**src/rtl/div_issue_ctrl.sv**
```systemverilog
// EX-stage sequencer for the shared iterative divider.
// Issues, stalls EX, holds HI/LO and aborts on flush.
module div_issue_ctrl #(
  parameter int TIMEOUT   = 64,
  parameter int DRAIN_CYC = 3,
  parameter int CNT_W     = 7
) (
  input  logic        clk,
  input  logic        resetn,
  input  logic        ex_div_req,
  input  logic        ex_div_signed,
  input  logic [31:0] ex_op1,
  input  logic [31:0] ex_op2,
  input  logic        ex_advance,
  input  logic        ex_flush,
  output logic        stall_req,
  output logic        res_valid,
  output logic [31:0] res_hi,
  output logic [31:0] res_lo,
  output logic        err_timeout,
  output logic        div_start,
  output logic        div_annul,
  output logic        div_signed,
  output logic [31:0] div_op1,
  output logic [31:0] div_op2,
  input  logic [31:0] div_hi,
  input  logic [31:0] div_lo,
  input  logic        div_busy
);

  typedef enum logic [1:0] {
    IDLE,
    RUN,
    DONE,
    DRAIN
  } state_t;

  localparam logic [CNT_W-1:0] TO_LAST =
    CNT_W'(TIMEOUT - 1);
  localparam logic [CNT_W-1:0] DR_LOAD =
    CNT_W'(DRAIN_CYC - 1);

  state_t           state, nxt_state;
  logic [CNT_W-1:0] cnt, nxt_cnt;
  logic [CNT_W-1:0] dcnt, nxt_dcnt;
  logic             nxt_start, nxt_annul;
  logic             nxt_signed, nxt_valid;
  logic             nxt_err;
  logic [31:0]      nxt_op1, nxt_op2;
  logic [31:0]      nxt_hi, nxt_lo;
  logic             issue_ok;

  // never issue while annul is still draining
  assign issue_ok = ex_div_req && !ex_flush
                    && !div_annul;

  always_comb begin
    nxt_state  = state;
    nxt_cnt    = cnt;
    nxt_dcnt   = dcnt;
    nxt_start  = div_start;
    nxt_annul  = div_annul;
    nxt_signed = div_signed;
    nxt_op1    = div_op1;
    nxt_op2    = div_op2;
    nxt_hi     = res_hi;
    nxt_lo     = res_lo;
    nxt_valid  = res_valid;
    nxt_err    = err_timeout;
    stall_req  = 1'b0;

    if (div_annul) begin
      if (dcnt == '0) nxt_annul = 1'b0;
      else nxt_dcnt = dcnt - CNT_W'(1);
    end

    unique case (state)
      IDLE: begin
        if (issue_ok) begin
          stall_req  = 1'b1;
          nxt_op1    = ex_op1;
          nxt_op2    = ex_op2;
          nxt_signed = ex_div_signed;
          nxt_start  = 1'b1;
          nxt_cnt    = '0;
          nxt_state  = RUN;
        end
      end
      RUN: begin
        stall_req = 1'b1;
        nxt_cnt   = cnt + CNT_W'(1);
        if (ex_flush) begin
          nxt_start = 1'b0;
          nxt_annul = 1'b1;
          nxt_dcnt  = DR_LOAD;
          nxt_state = DRAIN;
        end else if (!div_busy) begin
          nxt_hi    = div_hi;
          nxt_lo    = div_lo;
          nxt_start = 1'b0;
          nxt_valid = 1'b1;
          nxt_state = DONE;
        end else if (cnt == TO_LAST) begin
          nxt_err   = 1'b1;
          nxt_hi    = '0;
          nxt_lo    = '0;
          nxt_start = 1'b0;
          nxt_annul = 1'b1;
          nxt_dcnt  = DR_LOAD;
          nxt_valid = 1'b1;
          nxt_state = DONE;
        end
      end
      DONE: begin
        if (ex_advance || ex_flush) begin
          nxt_valid = 1'b0;
          nxt_state = IDLE;
        end
      end
      DRAIN: begin
        if (!div_annul || dcnt == '0)
          nxt_state = IDLE;
      end
      default: nxt_state = IDLE;
    endcase
  end

  always_ff @(posedge clk or negedge resetn) begin
    if (!resetn) begin
      state       <= IDLE;
      cnt         <= '0;
      dcnt        <= '0;
      div_start   <= 1'b0;
      div_annul   <= 1'b0;
      div_signed  <= 1'b0;
      div_op1     <= '0;
      div_op2     <= '0;
      res_hi      <= '0;
      res_lo      <= '0;
      res_valid   <= 1'b0;
      err_timeout <= 1'b0;
    end else begin
      state       <= nxt_state;
      cnt         <= nxt_cnt;
      dcnt        <= nxt_dcnt;
      div_start   <= nxt_start;
      div_annul   <= nxt_annul;
      div_signed  <= nxt_signed;
      div_op1     <= nxt_op1;
      div_op2     <= nxt_op2;
      res_hi      <= nxt_hi;
      res_lo      <= nxt_lo;
      res_valid   <= nxt_valid;
      err_timeout <= nxt_err;
    end
  end

endmodule

```
**config.mk**
```make
export PLATFORM = sky130hd
export DESIGN_NAME = div_issue_ctrl
export DESIGN_NICKNAME = d
export VERILOG_FILES = /design/src/rtl/div_issue_ctrl.sv
export SDC_FILE = /design/constraint.sdc
export NUM_CORES = 1
export LEC_CHECK = 0
export ABC_CLOCK_PERIOD_IN_PS = 3100
export BUFFER_PORTS_ARGS = -buffer_cell sky130_fd_sc_hd__buf_4
export CAP_MARGIN = 0
export CORE_MARGIN = 8
export CORE_UTILIZATION = 52
export CTS_BUF_LIST = sky130_fd_sc_hd__clkbuf_8 sky130_fd_sc_hd__clkbuf_16
export DETAILED_ROUTE_END_ITERATION = 12
export PLACE_DENSITY = 0.83
export SLEW_MARGIN = 10
export SYNTH_ARGS = -nofsm -noshare
export SYNTH_HDL_FRONTEND = slang
export SYNTH_SLANG_ARGS = --single-unit
```
**constraint.sdc**
```tcl
create_clock -name clk -period 3.1 [get_ports clk]
set_input_delay 0.62 -clock clk [delete_from_list [all_inputs] [get_ports clk]]
set_output_delay 0.62 -clock clk [all_outputs]
set_load 0.005 [all_outputs]
```
==> out/qor.yml, run 1 <==
sta:
  hold_viol_final: 0
  fmax_ghz: 0.3915
  relSlewSlack: 0.5155
  period_needed_ns: 2.554
  finalCritPeriodShare: 0.8240
  tightest_slew_ns: 0.7267
  finClkSkew_ns: 0.01050
  tns_ns: 0
  slew_viol_final: 0
  grt_setup_unrepaired: "no"
  setup_viol: 0
synthesis:
  syn_avg_cell_area_sq_um: 13.65
  synthArstFlopShare: 1.000
  ys_ff_latch: 149
  synthFlopType: "dfrtp_1"
  synth-edff-count: 0
  seq_area_frac_synth: 0.5900
  ys_types: 53
  postSynthCellCount: 463
  synth_fp_nets: 601
  syn-cell-area_sq_um: 6320
  yosysWarnings: 0
worst_setup_path:
  worst_ep_arrival_time_ns: 1.93
  r2r-start: "state[1]"
  endpoint_kind: "primary output"
  critPathLaunchType: "flop"
  ff2ff_path_depth: 4
  cp_cell_sequence: "or4b_4, o21ai_0, buf_4"
  reg2reg_slack_ns: 1.05
  crit_path_max_fanout: 7
  path_class: "flop to primary output"
  crit_family: "simple AND/OR/NAND/NOR gates"
  critical_path.max_stage_delay_ns: 0.62
  slowest_stage: "or4b_4"
  crit_path_end: "stall_req"
  worst-path-buf-inv: 1
  cp_num_cells: 3
  crit_start: "state[1]"
  r2r_end: "div_op2[21]"
  required_ns: 2.48
clock_network:
  cts_resized: 0
  cts_buffers: 17
  htreeDepth: 4
  insertion_delay_ns: 0.41
  clockBufferDepth: 2
  ctsHoldBuffers: 0
  cts-root-buf: "clkbuf_16"
  post_cts_buffers: 0
  clkTransAtPathRegs_ns: 0.06
  cts_tree: "yes"
  clkSinkCount: 149
finish:
  nNetsFinal: 863
  layout-drive-gt1-share: 0.4912
  post-route-util: 0.7550
  area_growth_pct: 42.90
  diodes: 0
  nFillCells: 817
pwr:
  power.density_nw_per_um2: 907.0
  leakagePower_nw: 4.165
  vdd_ir_drop_max_mv: 0.5043
place:
  dp.final_hpwl_um: 13830
  gp_congestion: 0.7717
  portBuffers: 268
route:
  dr.pass1.iters: 4
  vias: 4975
  drt_iter0_markers: 314
  routed.top_layer: "met4"
  ant_nets: 0
  wl_per_cell_um: 21.27
  routed-wl-met2_um: 10170
  wl_met3_um: 1083
  remaining_drc_errors: 0
  wirelength_met1_um: 7089
  finalWirelength_um: 18800
  vias_per_cell: 5.628
min_path:
  hp-class: "input port to async pin"
floorplanning:
  dieWidth_um: 126.2
  pin_count: 269
  die_y_um: 126.2
  dieArea_sq_um: 15940
  fp.coreArea_sq_um: 11960
  start_util: 0.5283
  core.rowCount: 40
grt:
  grt_pass1_wl_um: 29760
  grt_overflow_total: 0
  grt_pass1_vias: 5310
  track_usage: 0.2383
  antenna_found_initial: 0
  grt_max_degree: 66
flow_run:
  maxCapViolations: 0
status:
  status: "completed"
per-stage QoR:
| step | worst slack, ns | cells | instance area (sq um) | total power [mW] | hold slack [ns] |
|---|---|---|---|---|---|
| global placement | 0.7959 | 853 | 8434 | 5.977 | 0.4576 |
| CTS | 0.5438 | 884 | 9031 | 8.262 | 0.1872 |
| finish | 0.5457 | 884 | 9031 | 8.192 | 0.1809 |
| floorplan | 0.8256 | 463 | 6320 | 4.551 | 0.3244 |
| global route | 0.4779 | 884 | 9031 | 8.624 | 0.2117 |
| detailed placement | 0.7341 | 853 | 8434 | 6.156 | 0.4574 |
Yosys cell counts, drive strengths merged (2+ instances only):
library cell,n,share of area
nor2b,3,0.0030
nand3b,2,0.0024
and3,2,0.0020
or4,2,0.0024
a211oi,3,0.0036
a21oi,4,0.0032
nor2,6,0.0061
a211o,2,0.0028
o211ai,2,0.0024
mux2,65,0.12
or3b,2,0.0028
xnor2,2,0.0028
nand2,4,0.0024
nor4b,3,0.0042
buf,19,0.022
o21ai,11,0.0087
inv,4,0.0024
o21a,2,0.0024
nand2b,4,0.0040
ha,3,0.0059
a22oi,2,0.0024
nand4,2,0.0020
mux2i,3,0.0048
clkbuf,15,0.0089
a22o,64,0.089
a21o,65,0.077
dfrtp,149,0.59
flip-flops by register name, indices dropped and copies added, names as in the netlist:
signal	flops
div_start	1
cnt	7
res_valid	1
dcnt	7
div_op2	32
div_op1	32
res_hi	32
err_timeout	1
div_signed	1
div_annul	1
state	2
res_lo	32
layout make-up:
class / count / area (sq um) / area share
tap: 147 / 183.9 / 0.02037
clock buffer: 18 / 439.2 / 0.04863
multi-input combinational: 276 / 2386 / 0.2642
timing repair buffer: 277 / 2121 / 0.2348
inverter: 4 / 15.01 / 0.001663
clock inverter: 13 / 157.7 / 0.01746
sequential: 149 / 3729 / 0.4129
logic make-up (layout without fill, tap and decap cells):
family | count (synthesis) | after routing | synth area share
muxes | 68 | 68 | 0.1206
and+or+nand+nor | 38 | 38 | 0.04138
adders and majority gates | 3 | 3 | 0.005940
AOI/OAI and AO/OA | 164 | 164 | 0.2043
xor gates and xnor gates | 3 | 3 | 0.004158
DFF | 149 | 149 | 0.5900
buffers and inverters | 38 | 312 | 0.03365
worst min path at each step:
| stage | from | end | depth (start not counted) |
|---|---|---|---|
| after floorplan | resetn | cnt[0] | 0 |
| after global placement | err_timeout | err_timeout | 1 |
| after detailed placement | err_timeout | err_timeout | 1 |
| after CTS | resetn | div_op1[18] | 1 |
| after global routing | resetn | div_op1[18] | 1 |
| final | resetn | div_op2[31] | 1 |
worst reg2reg max path, delay by kind of cell (launching register included):
family,cells,cell delay (ns)
and+or+nand+nor,2,0.80
buffers and inverters,1,0.27
muxes,1,0.40
DFF,1,0.46
layer usage:
layer	global-route usage	vias to the layer above
met5	0	-
met4	0.1019	0
met3	0.07046	28
met2	0.4173	170
met1	0.2646	2510
li1	-	2267
cells in the final DEF, fill, tap and decap left out, types with 4 or more instances in the layout:
| master | instances |
|---|---|
| a21o_1 | 65 |
| a21oi_1 | 4 |
| a22o_1 | 64 |
| buf_4 | 273 |
| clkbuf_16 | 17 |
| dfrtp_1 | 149 |
| inv_1 | 5 |
| mux2_1 | 17 |
| mux2_2 | 48 |
| nand2_1 | 4 |
| nand2b_1 | 4 |
| nor2_1 | 5 |
| o21ai_0 | 11 |
power breakdown:
part | internal, mW | switching, mW | leakage [nW]
clock network | 1.28 | 0.794 | 0.290
registers | 2.66 | 0.547 | 1.64
logic | 1.77 | 1.13 | 2.24
total | 5.72 | 2.48 | 4.16
No activity file was read; power rests on OpenSTA's default activity.
==> run 2, diff against run 1 <==
--- a/config.mk
+++ b/config.mk
@@ -5,14 +5,14 @@
 export SDC_FILE = /design/constraint.sdc
 export NUM_CORES = 1
 export LEC_CHECK = 0
-export ABC_CLOCK_PERIOD_IN_PS = 3100
+export ABC_CLOCK_PERIOD_IN_PS = 2300
 export BUFFER_PORTS_ARGS = -buffer_cell sky130_fd_sc_hd__buf_4
 export CAP_MARGIN = 0
 export CORE_MARGIN = 8
-export CORE_UTILIZATION = 52
+export CORE_UTILIZATION = 43
 export CTS_BUF_LIST = sky130_fd_sc_hd__clkbuf_8 sky130_fd_sc_hd__clkbuf_16
 export DETAILED_ROUTE_END_ITERATION = 12
-export PLACE_DENSITY = 0.83
+export PLACE_DENSITY = 0.73
 export SLEW_MARGIN = 10
 export SYNTH_ARGS = -nofsm -noshare
 export SYNTH_HDL_FRONTEND = slang
==> constraint.sdc (replaced) <==
create_clock -name clk -period 2.3 [get_ports clk]
set_input_delay 0.46 -clock clk [delete_from_list [all_inputs] [get_ports clk]]
set_output_delay 0.46 -clock clk [all_outputs]
set_load 0.005 [all_outputs]
==> out/qor.yml, run 2 (synthesis gave the netlist of run 1 again) <==
grt:
  grt_pass1_wl_um: 28080  # -5.7%
  grt_pass1_vias: 5185  # -2.4%
  grt_overflow_total: 0  # unchanged
  track_usage: 0.1913  # -0.04700
  grt_max_degree: 66  # unchanged
  antenna_found_initial: 0  # unchanged
floorplanning:
  dieArea_sq_um: 18830  # +18%
  pin_count: 269  # unchanged
  core.rowCount: 44  # +10%
  dieWidth_um: 137.2  # +8.7%
  start_util: 0.4382  # -0.09020
  die_y_um: 137.2  # +8.7%
  fp.coreArea_sq_um: 14420  # +21%
finish:
  layout-drive-gt1-share: 0.4939  # +0.002747
  area_growth_pct: 44.11
  fin_area_sq_um: 9107  # +0.85%
  layout_commonest_cell: "buf_4"
  nNetsFinal: 866  # +0.35%
  layout_common_cells: "273 x buf_4, 148 x dfrtp_1, 65 x a21o_1"
  diodes: 0  # unchanged
clock_network:
  clkSinkCount: 149  # unchanged
  clkTransAtPathRegs_ns: 0.06  # about the same
  clockBufferDepth: 2  # unchanged
  post_cts_buffers: 0  # unchanged
  ctsHoldBuffers: 0  # unchanged
  cts_buffers: 17  # unchanged
  cts_tree: "yes"
  htreeDepth: 4  # unchanged
  cts-root-buf: "clkbuf_16"
  insertion_delay_ns: 0.41  # about the same
worst_setup_path:
  cp_cell_sequence: "or4b_4, o21ai_2, buf_4"
  worst_ep_arrival_time_ns: 1.78  # -0.15 ns
  slowest_stage: "or4b_4"
  critical_path.max_stage_delay_ns: 0.61  # about the same
  required_ns: 1.84  # -0.64 ns
  critPathLaunchType: "flop"
  endpoint_kind: "primary output"
  worst-path-buf-inv: 1  # unchanged
  crit_path_max_fanout: 7  # unchanged
  path_class: "flop to primary output"
  crit_family: "simple AND/OR/NAND/NOR gates"
sta:
  slew_viol_final: 0  # unchanged
  grt_setup_unrepaired: "no"
  hold_viol_final: 0  # unchanged
  whs_ns: 0.03582  # -0.1451 ns
  finalCritPeriodShare: 0.9729
  relSlewSlack: 0.5593  # +0.04378
  tightest_slew_ns: 0.6519  # -0.07485 ns
  finClkSkew_ns: 0.009073  # -0.001430 ns
  tns_ns: 0  # unchanged
  fmax_ghz: 0.4469
  setup_viol: 0  # unchanged
  period_needed_ns: 2.238
route:
  drt_iter0_markers: 241  # -23%
  vias_per_cell: 5.305  # -5.7%
  remaining_drc_errors: 0  # unchanged
  finalWirelength_um: 18320  # -2.5%
  vias: 4907  # -1.4%
  dr.pass1.iters: 4  # unchanged
  wl_per_cell_um: 19.81  # -6.9%
  ant_nets: 0  # unchanged
flow_run:
  maxCapViolations: 0  # unchanged
place:
  dp.final_hpwl_um: 13540  # -2.1%
  dpl_cell_area_sq_um: 8541  # +1.3%
  portBuffers: 268  # unchanged
  gp_congestion: 0.8058  # +4.4%
pwr:
  vdd_ir_drop_max_mv: 0.6117  # +21%
  power.density_nw_per_um2: 1185  # +31%
  leakagePower_nw: 4.189  # +0.58%
min_path:
  hp-class: "input port to async pin"
status:
  status: "completed"
-- run 2: through the flow --
step           std cells    util  setup WS, ns  power, mW
2_1_floorplan        463       -        0.3456      6.134
3_3_place_gp         893  0.5921        0.2579      8.084
3_5_place_dp         893  0.5921        0.2197      8.282
4_1_cts              925  0.6313       0.04054      10.92
5_1_grt              925  0.6314      0.006837      11.40
6_report             925  0.6314       0.06232      10.79
-- run 2: metal layers --
metal | global-route usage | vias to the layer above | share of wire
li1 | - | 2273 | -
met5 | 0 | - | 0
met2 | 0.3264 | 148 | 0.53
met3 | 0.07513 | 17 | 0.080
met1 | 0.2141 | 2469 | 0.38
met4 | 0.06518 | 0 | 0.015
-- run 2: what timing repair did --
action | 4_1_cts | 5_1_grt
hold endpoints to repair | 0 | 0
endpoints found under the setup margin | 1 | 1
resized for setup | 2 | 1
-- run 2: final cells by class --
class	instances	area [sq um]
repair buffers	280	2181
clock inverters	9	53.80
well taps	184	230.2
inverters	4	15.01
fillers	1154	5316
clock buffers	23	508.0
multi-input cells	276	2390
flip-flops and latches	149	3730
-- run 2: worst reg2reg max path: stages (launching register included) --
cell	delay, ns
dfrtp_2	0.45
or4b_4	0.61
nor2_8	0.13
buf_12	0.26
mux2_2	0.42
-- run 2: power breakdown --
part | total (mW) | internal (mW) | switching, mW
combinational | 3.88 | 2.41 | 1.47
sequential | 4.32 | 3.59 | 0.729
clock | 2.59 | 1.54 | 1.05
total | 10.8 | 7.54 | 3.25
-- run 2: path summary, 6_finish.rpt --
| kind | slack [ns] | from | to | depth (start not counted) |
|---|---|---|---|---|
| max | 0.06 | state[1] | stall_req | 3 |
| min | 0.04 | resetn | div_op1[12] | 1 |
| max reg2reg | 0.32 | state[1] | div_op1[4] | 4 |
| min reg2reg | 0.48 | div_op1[29] | div_op1[29] | 1 |
| max in group asynchronous | 1.59 | resetn | div_op1[15] | 2 |
| min in group clk | 0.26 | ex_op1[16] | div_op1[16] | 2 |
==> run 3, diff against run 2 <==
--- a/config.mk
+++ b/config.mk
@@ -12,7 +12,7 @@
 export CORE_UTILIZATION = 43
 export CTS_BUF_LIST = sky130_fd_sc_hd__clkbuf_8 sky130_fd_sc_hd__clkbuf_16
 export DETAILED_ROUTE_END_ITERATION = 12
-export PLACE_DENSITY = 0.73
+export PLACE_DENSITY = 0.76
 export SLEW_MARGIN = 10
 export SYNTH_ARGS = -nofsm -noshare
 export SYNTH_HDL_FRONTEND = slang
==> out/qor.yml, run 3 (synthesis gave the netlist of run 1 again) <==
worst_setup_path:
  worst-path-buf-inv: 1  # unchanged
  endpoint_kind: "primary output"
  critPathLaunchType: "flop"
  crit_path_max_fanout: 7  # unchanged
  cp_num_cells: 3  # unchanged
  ff2ff_path_depth: 5  # +1
  slowest_stage: "or4b_4"
  required_ns: 1.84  # about the same
  worst_ep_arrival_time_ns: 1.73  # -0.05 ns
  path_class: "flop to primary output"
  critical_path.max_stage_delay_ns: 0.57  # -0.04 ns
  cp_cell_sequence: "or4b_4, o21ai_2, buf_4"
  crit_family: "simple AND/OR/NAND/NOR gates"
status:
  status: "completed"
grt:
  antenna_found_initial: 0  # unchanged
  track_usage: 0.1936  # +0.002259
  grt_overflow_total: 0  # unchanged
  grt_pass1_vias: 5377  # +3.7%
  grt_max_degree: 66  # unchanged
  grt_pass1_wl_um: 28390  # +1.1%
sta:
  tightest_slew_ns: 0.6813  # +0.02937 ns
  period_needed_ns: 2.192  # -0.04536 ns
  finClkSkew_ns: 0.006249  # -0.002824 ns
  hold_viol_final: 0  # unchanged
  setup_viol: 0  # unchanged
  finalCritPeriodShare: 0.9532  # -0.01972
  grt_setup_unrepaired: "no"
  tns_ns: 0  # unchanged
  fin_ws_ns: 0.1077  # +0.04536 ns
  relSlewSlack: 0.5394  # -0.01986
  slew_viol_final: 0  # unchanged
  fmax_ghz: 0.4561  # +2.1%
finish:
  layout_common_cells: "274 x buf_4, 148 x dfrtp_1, 65 x a21o_1"
  area_growth_pct: 44.43
  post-route-util: 0.6328  # +0.001388
  nFillCells: 1138  # -1.4%
  layout-drive-gt1-share: 0.4953  # +0.001350
  diodes: 0  # unchanged
  nNetsFinal: 868  # +0.23%
  layout_commonest_cell: "buf_4"
  final_cell_count_no_fill: 925  # unchanged
clock_network:
  clockBufferDepth: 2  # unchanged
  insertion_delay_ns: 0.42  # about the same
  htreeDepth: 4  # unchanged
  clkTransAtPathRegs_ns: 0.06  # about the same
  cts-root-buf: "clkbuf_16"
  cts_tree: "yes"
  clkSinkCount: 149  # unchanged
  cts_buffers: 17  # unchanged
pwr:
  vdd_ir_drop_max_mv: 0.6347  # +3.8%
  power.density_nw_per_um2: 1193  # +0.73%
  leakagePower_nw: 4.190  # about the same
  fin_total_pwr_mw: 10.89  # +0.95%
floorplanning:
  pin_count: 269  # unchanged
  start_util: 0.4382  # unchanged
  die_y_um: 137.2  # unchanged
  core.rowCount: 44  # unchanged
  dieArea_sq_um: 18830  # unchanged
  dieWidth_um: 137.2  # unchanged
  fp.coreArea_sq_um: 14420  # unchanged
place:
  dp.final_hpwl_um: 13320  # -1.6%
  dp_cells: 893  # unchanged
  portBuffers: 268  # unchanged
  gp_congestion: 0.8425  # +4.6%
  pre_cts_slack_ns: 0.2287  # +0.008959 ns
route:
  dr.pass1.iters: 5  # +1
  remaining_drc_errors: 0  # unchanged
  finalWirelength_um: 18380  # +0.28%
  vias_per_cell: 5.390  # +1.6%
  drt_iter0_markers: 347  # +44%
  vias: 4986  # +1.6%
  ant_nets: 0  # unchanged
  wl_per_cell_um: 19.87  # +0.28%
min_path:
  hp-class: "input port to flop"
  whs_path_depth: 2
flow_run:
  maxCapViolations: 0  # unchanged
run 3: cell count changes in the layout (fill, tap and decap cells not counted), sizes merged:
cell	before	now
clkbuf	23	19
bufinv	0	2
inv	7	5
buf	280	281
clkinv	4	5
clkinvlp	2	3
dlygate4sd3	0	1
run 3: worst register-to-register path, delay by kind of cell, from the launching register on:
family	cells	cell delay [ns]
simple gates	2	0.74
flops	1	0.44
buf+inv	2	0.41
mux	1	0.38
run 3: final timing paths:
path                        startpoint     endpoint  slack, ns
setup / recovery              state[0]    stall_req       0.11
hold / removal              ex_op1[29]  div_op1[29]       0.26
setup reg to reg              state[0]  div_op2[20]       0.22
hold reg to reg            err_timeout  err_timeout       0.48
max in group asynchronous       resetn  div_op2[22]       1.12
min in group asynchronous       resetn  div_op1[10]       0.54
run 3: stage by stage:
step	hold slack [ns]	instance area, sq um
6_report	0.2585	9128
4_1_cts	0.2415	9119
2_1_floorplan	0.1644	6320
3_5_place_dp	0.4185	8541
5_1_grt	0.2421	9128
3_3_place_gp	0.4139	8541
run 3: metal layers:
metal,wire length (um),global-route usage
met1,6970,0.2172
met2,9469,0.3253
met3,1448,0.06747
met4,488,0.08932
met5,0,0
run 3: area by class of cell:
type	instances	area, sq um	area share
timing repair buffer	282	2198	0.2409
clock buffer	19	452.9	0.04962
tap	184	230.2	0.02522
inverter	4	15.01	0.001645
multi-input combinational	276	2390	0.2618
sequential	149	3730	0.4086
clock inverter	11	111.4	0.01220
run 3: where the power goes:
group	switching [mW]	internal (mW)
sequential	0.717	3.59
combinational	1.49	2.42
clock	1.05	1.63
total	3.26	7.64
run 3: timing repair:
item                                    4_1_cts  5_1_grt
gates resized for setup                       2        1
hold endpoints to repair                     42        0
gates cloned                                  0        0
setup buffers                                 0        1
hold buffers                                  1        0
pin swaps                                     0        1
endpoints found under the setup margin        1        1
